### src/rtl/psum_acc_pkg.sv
// Shared types and arithmetic for the partial-sum accumulator.
//   acc_state_t : controller states (IDLE, RUN, DONE)
//   SUM_W       : internal working width for the widened adder
//   sat_add()   : signed add with overflow detect and optional clamp
package psum_acc_pkg;

    typedef enum logic [1:0] {IDLE, RUN, DONE} acc_state_t;

    // Working width for the adder. Any OUT_W below this gets at least one
    // guard bit, so the raw sum never wraps before the range check.
    localparam int SUM_W = 64;

    typedef struct packed {
        logic             ovf;
        logic [SUM_W-1:0] sum;
    } add_res_t;

    // a and b must already be sign-extended values inside the signed w-bit range.
    // ovf flags any result outside that range. With sat_en the result is
    // clamped; otherwise the caller keeps the low w bits (two's-complement wrap).
    function automatic add_res_t sat_add(
        input logic signed [SUM_W-1:0] a,
        input logic signed [SUM_W-1:0] b,
        input int                      w,
        input logic                    sat_en
    );
        logic signed [SUM_W-1:0] s;
        logic signed [SUM_W-1:0] hi;
        logic signed [SUM_W-1:0] lo;
        add_res_t                r;
        s  = a + b;
        hi = {{(SUM_W-1){1'b0}}, 1'b1};
        hi = (hi <<< (w - 1)) - hi;   // +2^(w-1)-1
        lo = ~hi;                     // -2^(w-1)
        r.ovf = (s > hi) || (s < lo);
        r.sum = s;
        if (sat_en && (s > hi)) begin
            r.sum = hi;
        end else if (sat_en && (s < lo)) begin
            r.sum = lo;
        end
        return r;
    endfunction

endpackage

### src/rtl/psum_acc_multi_lane.sv
// acc_lane: one accumulator lane (register, adder, sticky overflow flag).
//   clk, rst_n : clock, synchronous active-low reset
//   clr        : synchronous clear of acc and flag
//   ld         : seed from i_psum (combined with add when both are high)
//   add        : accumulate i_prod (on top of the seed when ld is high)
//   i_psum     : signed seed, OUT_W bits
//   i_prod     : signed product, IN_W bits
//   o_acc      : accumulator value
//   o_sat      : sticky overflow flag, cleared by a seed
module acc_lane
    import psum_acc_pkg::*;
#(
    parameter int IN_W  = 16,
    parameter int OUT_W = 32,
    parameter int SAT   = 1
) (
    input  logic             clk,
    input  logic             rst_n,
    input  logic             clr,
    input  logic             ld,
    input  logic             add,
    input  logic [OUT_W-1:0] i_psum,
    input  logic [IN_W-1:0]  i_prod,
    output logic [OUT_W-1:0] o_acc,
    output logic             o_sat
);

    logic [OUT_W-1:0]        acc_reg;
    logic                    sat_reg;
    logic [OUT_W-1:0]        base;
    logic signed [SUM_W-1:0] base_ext;
    logic signed [SUM_W-1:0] prod_ext;
    add_res_t                res;
    logic                    unused_hi;

    // A seed and a first term can arrive together, so the adder operand is
    // the incoming seed whenever ld is high.
    always_comb begin
        base     = ld ? i_psum : acc_reg;
        base_ext = {{(SUM_W-OUT_W){base[OUT_W-1]}}, base};
        prod_ext = {{(SUM_W-IN_W){i_prod[IN_W-1]}}, i_prod};
        res      = sat_add(base_ext, prod_ext, OUT_W, SAT != 0);
    end

    assign unused_hi = ^res.sum[SUM_W-1:OUT_W];

    always_ff @(posedge clk) begin
        if (!rst_n) begin
            acc_reg <= '0;
            sat_reg <= 1'b0;
        end else if (clr) begin
            acc_reg <= '0;
            sat_reg <= 1'b0;
        end else if (add) begin
            acc_reg <= res.sum[OUT_W-1:0];
            // A seed starts a fresh job: only this cycle's overflow survives.
            sat_reg <= (ld ? 1'b0 : sat_reg) | res.ovf;
        end else if (ld) begin
            acc_reg <= i_psum;
            sat_reg <= 1'b0;
        end
    end

    assign o_acc = acc_reg;
    assign o_sat = sat_reg;

endmodule

### src/rtl/psum_acc_multi.sv
// psum_acc_multi: NUM_CH-lane partial-sum accumulator with a shared
// length counter and IDLE/RUN/DONE controller.
//   clk, rst_n : clock, synchronous active-low reset
//   clr        : synchronous clear / job abort
//   start      : accept a job (in IDLE or DONE), seeds lanes from i_psum
//   en         : one product term per cycle is consumed when high
//   i_len      : term count, 0 treated as 1, sampled on accepted start
//   i_psum     : seeds, lane k at [k*OUT_W +: OUT_W]
//   i_prod     : products, lane k at [k*IN_W +: IN_W]
//   o_data     : accumulator registers
//   o_valid    : one-cycle pulse, o_data holds a finished result
//   o_busy     : high while in RUN
//   o_sat      : per-lane sticky overflow flags for the current job
module psum_acc_multi
    import psum_acc_pkg::*;
#(
    parameter int NUM_CH = 4,
    parameter int IN_W   = 16,
    parameter int OUT_W  = 32,
    parameter int LEN_W  = 8,
    parameter int SAT    = 1
) (
    input  logic                    clk,
    input  logic                    rst_n,
    input  logic                    clr,
    input  logic                    start,
    input  logic                    en,
    input  logic [LEN_W-1:0]        i_len,
    input  logic [NUM_CH*OUT_W-1:0] i_psum,
    input  logic [NUM_CH*IN_W-1:0]  i_prod,
    output logic [NUM_CH*OUT_W-1:0] o_data,
    output logic                    o_valid,
    output logic                    o_busy,
    output logic [NUM_CH-1:0]       o_sat
);

    acc_state_t       state_reg;
    logic [LEN_W-1:0] cnt_reg;
    logic [LEN_W-1:0] len_q_reg;
    logic             valid_reg;
    logic             busy_reg;

    logic             accept;
    logic             lane_add;
    logic [LEN_W-1:0] len_new;
    logic [LEN_W-1:0] cnt_inc;

    // DONE accepts a new job just like IDLE so jobs can run back to back.
    assign accept   = start && ((state_reg == IDLE) || (state_reg == DONE));
    assign lane_add = en && (accept || (state_reg == RUN));
    assign len_new  = (i_len == '0) ? LEN_W'(1) : i_len;
    assign cnt_inc  = cnt_reg + LEN_W'(1);

    always_ff @(posedge clk) begin
        if (!rst_n) begin
            state_reg <= IDLE;
            cnt_reg   <= '0;
            len_q_reg <= '0;
            valid_reg <= 1'b0;
            busy_reg  <= 1'b0;
        end else if (clr) begin
            state_reg <= IDLE;
            cnt_reg   <= '0;
            valid_reg <= 1'b0;
            busy_reg  <= 1'b0;
        end else begin
            valid_reg <= 1'b0;
            busy_reg  <= 1'b0;
            case (state_reg)
                IDLE, DONE: begin
                    if (accept) begin
                        len_q_reg <= len_new;
                        if (en) begin
                            cnt_reg <= LEN_W'(1);
                            if (len_new == LEN_W'(1)) begin
                                state_reg <= DONE;
                                valid_reg <= 1'b1;
                            end else begin
                                state_reg <= RUN;
                                busy_reg  <= 1'b1;
                            end
                        end else begin
                            cnt_reg   <= '0;
                            state_reg <= RUN;
                            busy_reg  <= 1'b1;
                        end
                    end else begin
                        state_reg <= IDLE;
                    end
                end
                RUN: begin
                    busy_reg <= 1'b1;
                    if (en) begin
                        cnt_reg <= cnt_inc;
                        if (cnt_inc == len_q_reg) begin
                            state_reg <= DONE;
                            valid_reg <= 1'b1;
                            busy_reg  <= 1'b0;
                        end
                    end
                end
                default: state_reg <= IDLE;
            endcase
        end
    end

    generate
        for (genvar gi = 0; gi < NUM_CH; gi++) begin : g_lane
            acc_lane #(
                .IN_W  (IN_W),
                .OUT_W (OUT_W),
                .SAT   (SAT)
            ) u_lane (
                .clk    (clk),
                .rst_n  (rst_n),
                .clr    (clr),
                .ld     (accept),
                .add    (lane_add),
                .i_psum (i_psum[gi*OUT_W +: OUT_W]),
                .i_prod (i_prod[gi*IN_W +: IN_W]),
                .o_acc  (o_data[gi*OUT_W +: OUT_W]),
                .o_sat  (o_sat[gi])
            );
        end
    endgenerate

    assign o_valid = valid_reg;
    assign o_busy  = busy_reg;

endmodule

### config.mk
export PLATFORM = sky130hd
export DESIGN_NAME = psum_acc_multi
export DESIGN_NICKNAME = d
export VERILOG_FILES = /design/src/rtl/psum_acc_pkg.sv /design/src/rtl/psum_acc_multi_lane.sv /design/src/rtl/psum_acc_multi.sv
export SDC_FILE = /design/constraint.sdc
export NUM_CORES = 1
export LEC_CHECK = 0
export BUFFER_PORTS_ARGS = -buffer_cell sky130_fd_sc_hd__buf_2
export CELL_PAD_IN_SITES_DETAIL_PLACEMENT = 1
export CELL_PAD_IN_SITES_GLOBAL_PLACEMENT = 2
export CORE_ASPECT_RATIO = 1.5
export CORE_MARGIN = 1
export CORE_UTILIZATION = 33
export DETAILED_ROUTE_END_ITERATION = 16
export PLACE_DENSITY = 0.9
export REMOVE_ABC_BUFFERS = 1
export SLEW_MARGIN = 20
export SYNTH_ARGS = -nofsm -noshare
export SYNTH_HDL_FRONTEND = slang
export SYNTH_SLANG_ARGS = --single-unit
### constraint.sdc
create_clock -name clk -period 8.3 [get_ports clk]
set_input_delay 1.245 -clock clk [delete_from_list [all_inputs] [get_ports clk]]
set_output_delay 1.245 -clock clk [all_outputs]
set_load 0.005 [all_outputs]
; ---- Word level (Yosys, flattened, before mapping)
; Cells that the tools add are included.
[totals]
regBits = 152
in_bits = 205
output_inout_bits = 134
word_cells = 102
[classes]
addsub = 5
magnitude_cmp = 8
n_eq_ne = 7
muxes = 47
bitwise = 6
n_reduce_logical = 16
[ops]
columns = operator, count
row1 = $mux W32, 16
row2 = $add A32 B16 Y33, 4
row3 = $gt A33 B32 Y1 const B, 4
row4 = $lt A33 B32 Y1 const B, 4
row5 = $mux W8, 3
row6 = $mux W1, 19
row7 = $pmux W8 S2, 1
row8 = $mux W2, 5
row9 = $add A8 B1 Y8 const B, 1
row10 = $eq A8 B1 Y1 const B, 1
row11 = $eq A8 B8 Y1, 1
row12 = $logic_not A8 Y1, 1
row13 = $logic_or A1 B1 Y1, 6
row14 = $reduce_and A3 Y1, 2
row15 = $ne A2 B2 Y1 const B, 2
row16 = $or A1 B1 Y1, 4
row17 = $pmux W1 S2, 2
row18 = $pmux W2 S2, 1
row19 = $reduce_or A2 Y1, 2
row20 = $eq A2 B1 Y1 const B, 1
row21 = $eq A2 B2 Y1 const B, 1
row22 = $logic_and A1 B1 Y1, 2
row23 = $logic_not A2 Y1, 1
row24 = $ne A2 B1 Y1 const B, 1
row25 = 3 further kinds, 4

; ---- Logic depth before layout (Yosys ltp)
[depth]
ltp_word = 9
mapped_depth = 19

; ---- By module
; Synthesis repeated with hierarchy kept, for this count alone.
[unflattened]
cells_unflattened = 1782
hier_area_um2 = 15300.9
[by_module_without_submodules]
columns = module, n_inst, cells_each, area_per_inst_um2, seq_area_each_um2
row1 = acc_lane at g_lane[1].u_lane ..., 3, 419, 3545.9, 660.6
row2 = acc_lane at g_lane[0].u_lane, 1, 393, 3533.4, 660.6
row3 = psum_acc_multi, 1, 132, 1129.8, 400.4

; ---- Least setup slack after synthesis
; Ideal clock, no wire load.
[synth_timing]
path_type = input to register
start = input port start
end = register g_lane[2].u_lane.acc_reg[30]
setup_time_ns = 0.120
t_arrival_ns = 4.635
path_slack_ns = 3.545
stages = 18
path_buffers = 5
cell_sequence = nor2b_1 clkbuf_1 clkbuf_1 clkbuf_1 nand2_1 nand2_1 ha_1 clkbuf_1 a41o_1 a21oi_1 o21ai_1 a311o_1 a41oi_1 o221ai_1 o21ai_2 buf_4 a31oi_1 o31a_1
[synth_via]
elab_chain_cells = 7
word_cells_on_any_way = 10
[synth_lines]
columns = item, line_no
row1 = start: declaration, psum_acc_multi.sv:26  ; input logic start,
row2 = $logic_and A1 B1 Y1 (*), psum_acc_multi.sv:49  ; assign accept = start && ((state_reg == IDLE) || (state_reg == DONE));
row3 = $mux W32, psum_acc_multi_lane.sv:39  ; base = ld ? i_psum : acc_reg;
row4 = $add A32 B16 Y33, psum_acc_pkg.sv:31  ; s = a + b;
row5 = $lt A33 B32 Y1, psum_acc_pkg.sv:39  ; end else if (sat_en && (s < lo)) begin
row6 = $mux W32, psum_acc_pkg.sv:39
row7 = $mux W32, psum_acc_pkg.sv:37  ; if (sat_en && (s > hi)) begin
row8 = $mux W32 (*), psum_acc_multi_lane.sv:54  ; end else if (add) begin
row9 = end signal: assignment, psum_acc_multi_lane.sv:55  ; acc_reg <= res.sum[OUT_W-1:0];
row10 = end signal: assignment, psum_acc_multi_lane.sv:59  ; acc_reg <= i_psum;
row11 = end: declaration, psum_acc_multi_lane.sv:28  ; logic [OUT_W-1:0] acc_reg;
; Mark *: on every way between the ends. The rest lies on a longest branch, timed or not.
; A chain may end at the register's enable or synchronous reset.

; ---- Worst setup path in the final report
[layout_timing]
start = input port start
end = register g_lane[2].u_lane.acc_reg[0]
; Same word-level chain as after synthesis.

==> summary.md <==
| Metric | Value |
|---|---|
| Share of the synthesized area in the top cell type | `20.40%` |
| Post-synthesis sequential element count | `152` |
| Unique masters post-synth | `77` |
| Tightest hold margin | `457.8 ps` |
| Fraction of the mapped netlist area in adder cells | `14.04%` |
| Number of non-filler instances in the completed layout | `3013` |
| Clock tree from TritonCTS | `yes` |
| Growth of design area from synthesis to finish | `17.80%` |
| Vias per cell | `5.549` |
| Fmax | `186.2 MHz` |
| Power density normalized to cell area | `166.2 mW/mm^2` |
| Endpoint of the lowest-slack register-to-register path | `g_lane[2].u_lane.o_acc[0]` |
| Drt first pass iters | `5` |
| Hold violation total from the final report | `0` |
| Die area | `0.04607 sq mm` |
| Die Ht | `262.4 um` |
| Rows | `95` |
| Dominant combinational cell family by area after synthesis | `compound AO/OA/AOI/OAI gates` |
| Static power due to leakage | `0.008402 uW` |
| Setup repair bufs after CTS | `0` |
| Portion of the post-synthesis area used by sequential elements | `20.40%` |
| Worst slew pin tran | `1073 ps` |
| Count of H-tree levels built during CTS | `4` |
| Tightest slew margin relative to the limit | `28.44%` |
| Instance area at placement | `0.01699 sq mm` |
| Kind of end point of the critical path | `flip-flop` |
| Fin crit period | `5371 ps` |
| Mapped Area | `0.01492 sq mm` |
| Synth Area in Simple Gates | `21.27%` |
| Hold_buf cts | `0` |
| Ports placed on the boundary | `339` |
| Number of stages on the worst hold path | `2` |
| Floorplan Core Area | `0.04469 sq mm` |
| Clock Path Buffers | `2` |
| First-pass GRT wire length | `90.22 mm` |
| Number of flip-flops in the largest register | `128` |
| Worst r2r path cells | `16` |
| Aggregate global-route resource usage | `24.29%` |
| DR vias | `16720` |
| Number of CTS-inserted buffers | `17` |
| Library cell used as clock root buffer | `sky130_fd_sc_hd__clkbuf_16` |
| Hold Startpoint | `g_lane[1].u_lane.o_sat` |
| Routability cong. | `0.9422` |
| Fraction of synthesis flops using an asynchronous set or reset pin | `0%` |
| Xor/xnor share of the synthesized area | `7.332%` |
| Largest stage delay on the critical path | `560 ps` |
| Path type of the worst min-delay path | `reg -> reg` |
| Slew Viols, Final | `0` |
| Worst r2r src | `state_reg[0]` |
| Largest fanout of any net on the critical path | `60` |
| Required @ worst endpoint | `8640 ps` |
| Total wire length after detailed routing | `57.15 mm` |
| Number of maximum-capacitance constraint violations | `0` |
| Max rail drop VDD | `0.1328 mV` |
| Remaining antenna violation count after routing | `0` |
| Final core utilization | `39.31%` |
| Critical path startpoint category | `input pin` |
| Residual DRC | `0` |
| Yosys warnings | `0` |
| Synth top area cells | `sky130_fd_sc_hd__dfxtp_1, sky130_fd_sc_hd__nand2_1, sky130_fd_sc_hd__ha_1, sky130_fd_sc_hd__a21oi_1, sky130_fd_sc_hd__o21ai_0` |
| Clock latency of the later-clocked register in the worst-skew pair | `460 ps` |
| Critical path's top delay family | `compound AO/OA/AOI/OAI gates` |
| Period utilisation layout | `64.72%` |
| Cell accounting for the most synthesized area | `sky130_fd_sc_hd__dfxtp_1` |
| Worst path setup slack after routing | `2929 ps` |
| Synthesized netlist cell count | `2176` |
| Cells along the critical path | `buf_2 -> nand2b_4 -> buf_4 -> nand2_1 -> nand2_1 -> ha_1 -> a211oi_2 -> o211ai_1 -> a21oi_2 -> nor3b_1 -> o2111a_1 -> or2_0 -> o311ai_4 -> buf_4 -> o21ai_1 -> a21oi_1 -> nor2_1` |
| Setup Crit Path Kind | `in -> reg` |
| Initial antenna violation count | `10` |
| Number of enable flip-flop cells after synthesis | `0` |
| Worst Path Arrival | `5710 ps` |
| Fin nets | `2752` |
| Count of input and output buffers | `338` |
| Cells resized by post-CTS repair | `0` |
| Synthesized area per cell | `6.855 sq um` |
| Logic depth of the worst setup path including buffers | `17` |
| Worst reg-to-reg setup slack | `3370 ps` |
| Maximum number of pins on one net before global-route repair | `136` |
| Outcome | `finished clean` |
| Placement Setup Slack | `2356 ps` |
| Max stage delay cell, worst path | `sky130_fd_sc_hd__buf_4` |
| Clock transition at the registers of the reported paths | `70 ps` |
| Die span in x | `175.6 um` |
| Share of the synthesized area in compound gates (AO/OA/AOI/OAI) | `32.26%` |
| Average wire per standard cell | `18.97 um` |
| Initial Util | `33.37%` |
| Min-Delay Endpoint | `g_lane[1].u_lane.o_sat` |
| Vias in the first global route | `17311` |
| Remaining Overflow, GRT | `0` |
| Synth Flop Type | `sky130_fd_sc_hd__dfxtp_1` |
| Layout cell share with drive strength beyond 1 | `17.14%` |
| Total placed cells including tap cells | `2977` |
| Final design area excluding fillers | `0.01757 sq mm` |
| 1st-iter DRT viols | `754` |
| Final clock skew | `20.51 ps` |
| Setup-violating endpoint count in the final report | `0` |
| Clock tree sinks | `152` |
| DP HPWL | `43.55 mm` |
| Mux contribution to synthesized area | `0.4110%` |
| Sum of buffers and inverters on the critical path | `3` |
| Setup repair after global routing missed its margin | `false` |
through the flow:
stage | setup TNS, ps | total power (uW)
2_1_floorplan | -111340 | 1726
3_3_place_gp | 0 | 2104
3_5_place_dp | 0 | 2138
4_1_cts | 0 | 2934
5_1_grt | 0 | 3109
6_report | 0 | 2920
cells in the final DEF, fill, tap and decap left out, drive strengths merged, types with 12 or more instances in the layout:
master / n
xnor2: 79
o21ai: 276
nand2: 471
maj3: 40
nand2b: 19
a21boi: 12
a21o: 68
nor2b: 16
nor2: 100
xor2: 42
nor3: 24
a211oi: 22
buf: 351
a31oi: 20
o211ai: 14
nand3: 43
inv: 35
dfxtp: 152
o21bai: 18
clkbuf: 18
o21a: 13
and2: 12
and3: 19
ha: 129
a21oi: 308
cell usage after synthesis (16+ instances only):
| cell type | number |
|---|---|
| sky130_fd_sc_hd__nand2_1 | 470 |
| sky130_fd_sc_hd__a21oi_1 | 307 |
| sky130_fd_sc_hd__o21ai_0 | 266 |
| sky130_fd_sc_hd__dfxtp_1 | 152 |
| sky130_fd_sc_hd__ha_1 | 129 |
| sky130_fd_sc_hd__clkbuf_1 | 111 |
| sky130_fd_sc_hd__nor2_1 | 100 |
| sky130_fd_sc_hd__xnor2_1 | 77 |
| sky130_fd_sc_hd__a21o_1 | 68 |
| sky130_fd_sc_hd__nand3_1 | 43 |
| sky130_fd_sc_hd__xor2_1 | 41 |
| sky130_fd_sc_hd__maj3_1 | 40 |
| sky130_fd_sc_hd__inv_1 | 29 |
| sky130_fd_sc_hd__nor3_1 | 24 |
| sky130_fd_sc_hd__a31oi_1 | 19 |
| sky130_fd_sc_hd__and3_1 | 19 |
| sky130_fd_sc_hd__nand2b_1 | 19 |
| sky130_fd_sc_hd__o21bai_1 | 18 |
| sky130_fd_sc_hd__a211oi_1 | 17 |
| sky130_fd_sc_hd__nor2b_1 | 16 |
how the worst max path moves through the flow:
stage	end	startpoint
after floorplan	g_lane[3].u_lane.o_acc[29]	start
after global placement	g_lane[0].u_lane.o_acc[16]	start
after detailed placement	g_lane[0].u_lane.o_acc[1]	start
after CTS	g_lane[0].u_lane.o_acc[1]	start
after global routing	g_lane[0].u_lane.o_acc[16]	start
final	g_lane[2].u_lane.o_acc[0]	start
power by group:
group | internal [uW] | total [uW] | switching (uW)
clock network | 398 | 786 | 389
registers | 771 | 798 | 26.8
logic | 507 | 1340 | 828
total | 1680 | 2920 | 1240
worst reg2reg max path: cells and delay by family (launching register included):
family,cells,cell delay (ps)
AOI/OAI and AO/OA,7,1800
and+or+nand+nor,6,1350
adders and majority gates,1,280
DFF,1,390
buffers and inverters,2,1020
layer usage:
metal / GRT usage, % / up-vias / wire, um
met3: 2.937 / 107 / 1795
met1: 26.88 / 8052 / 23460
met2: 45.45 / 344 / 29740
li1: - / 8211 / -
met5: 0 / - / 41
met4: 10.93 / 6 / 2116
layout make-up:
cell class,count,area (sq um)
Tap cell,582,728.2
Fill cell,5794,27120
Multi-Input combinational cell,1863,11310
Clock buffer,18,439.2
Sequential cell,152,3043
Timing Repair Buffer,351,1814
Clock inverter,14,113.9
Antenna cell,4,10.01
Inverter,29,108.9
cells by family after synthesis:
| group | after synthesis |
|---|---|
| fa+ha+maj | 173 |
| buf+inv | 161 |
| flops | 152 |
| compound gates | 818 |
| mux | 6 |
| simple gates | 745 |
| xor+xnor | 121 |
No activity file was read; power rests on OpenSTA's default activity.
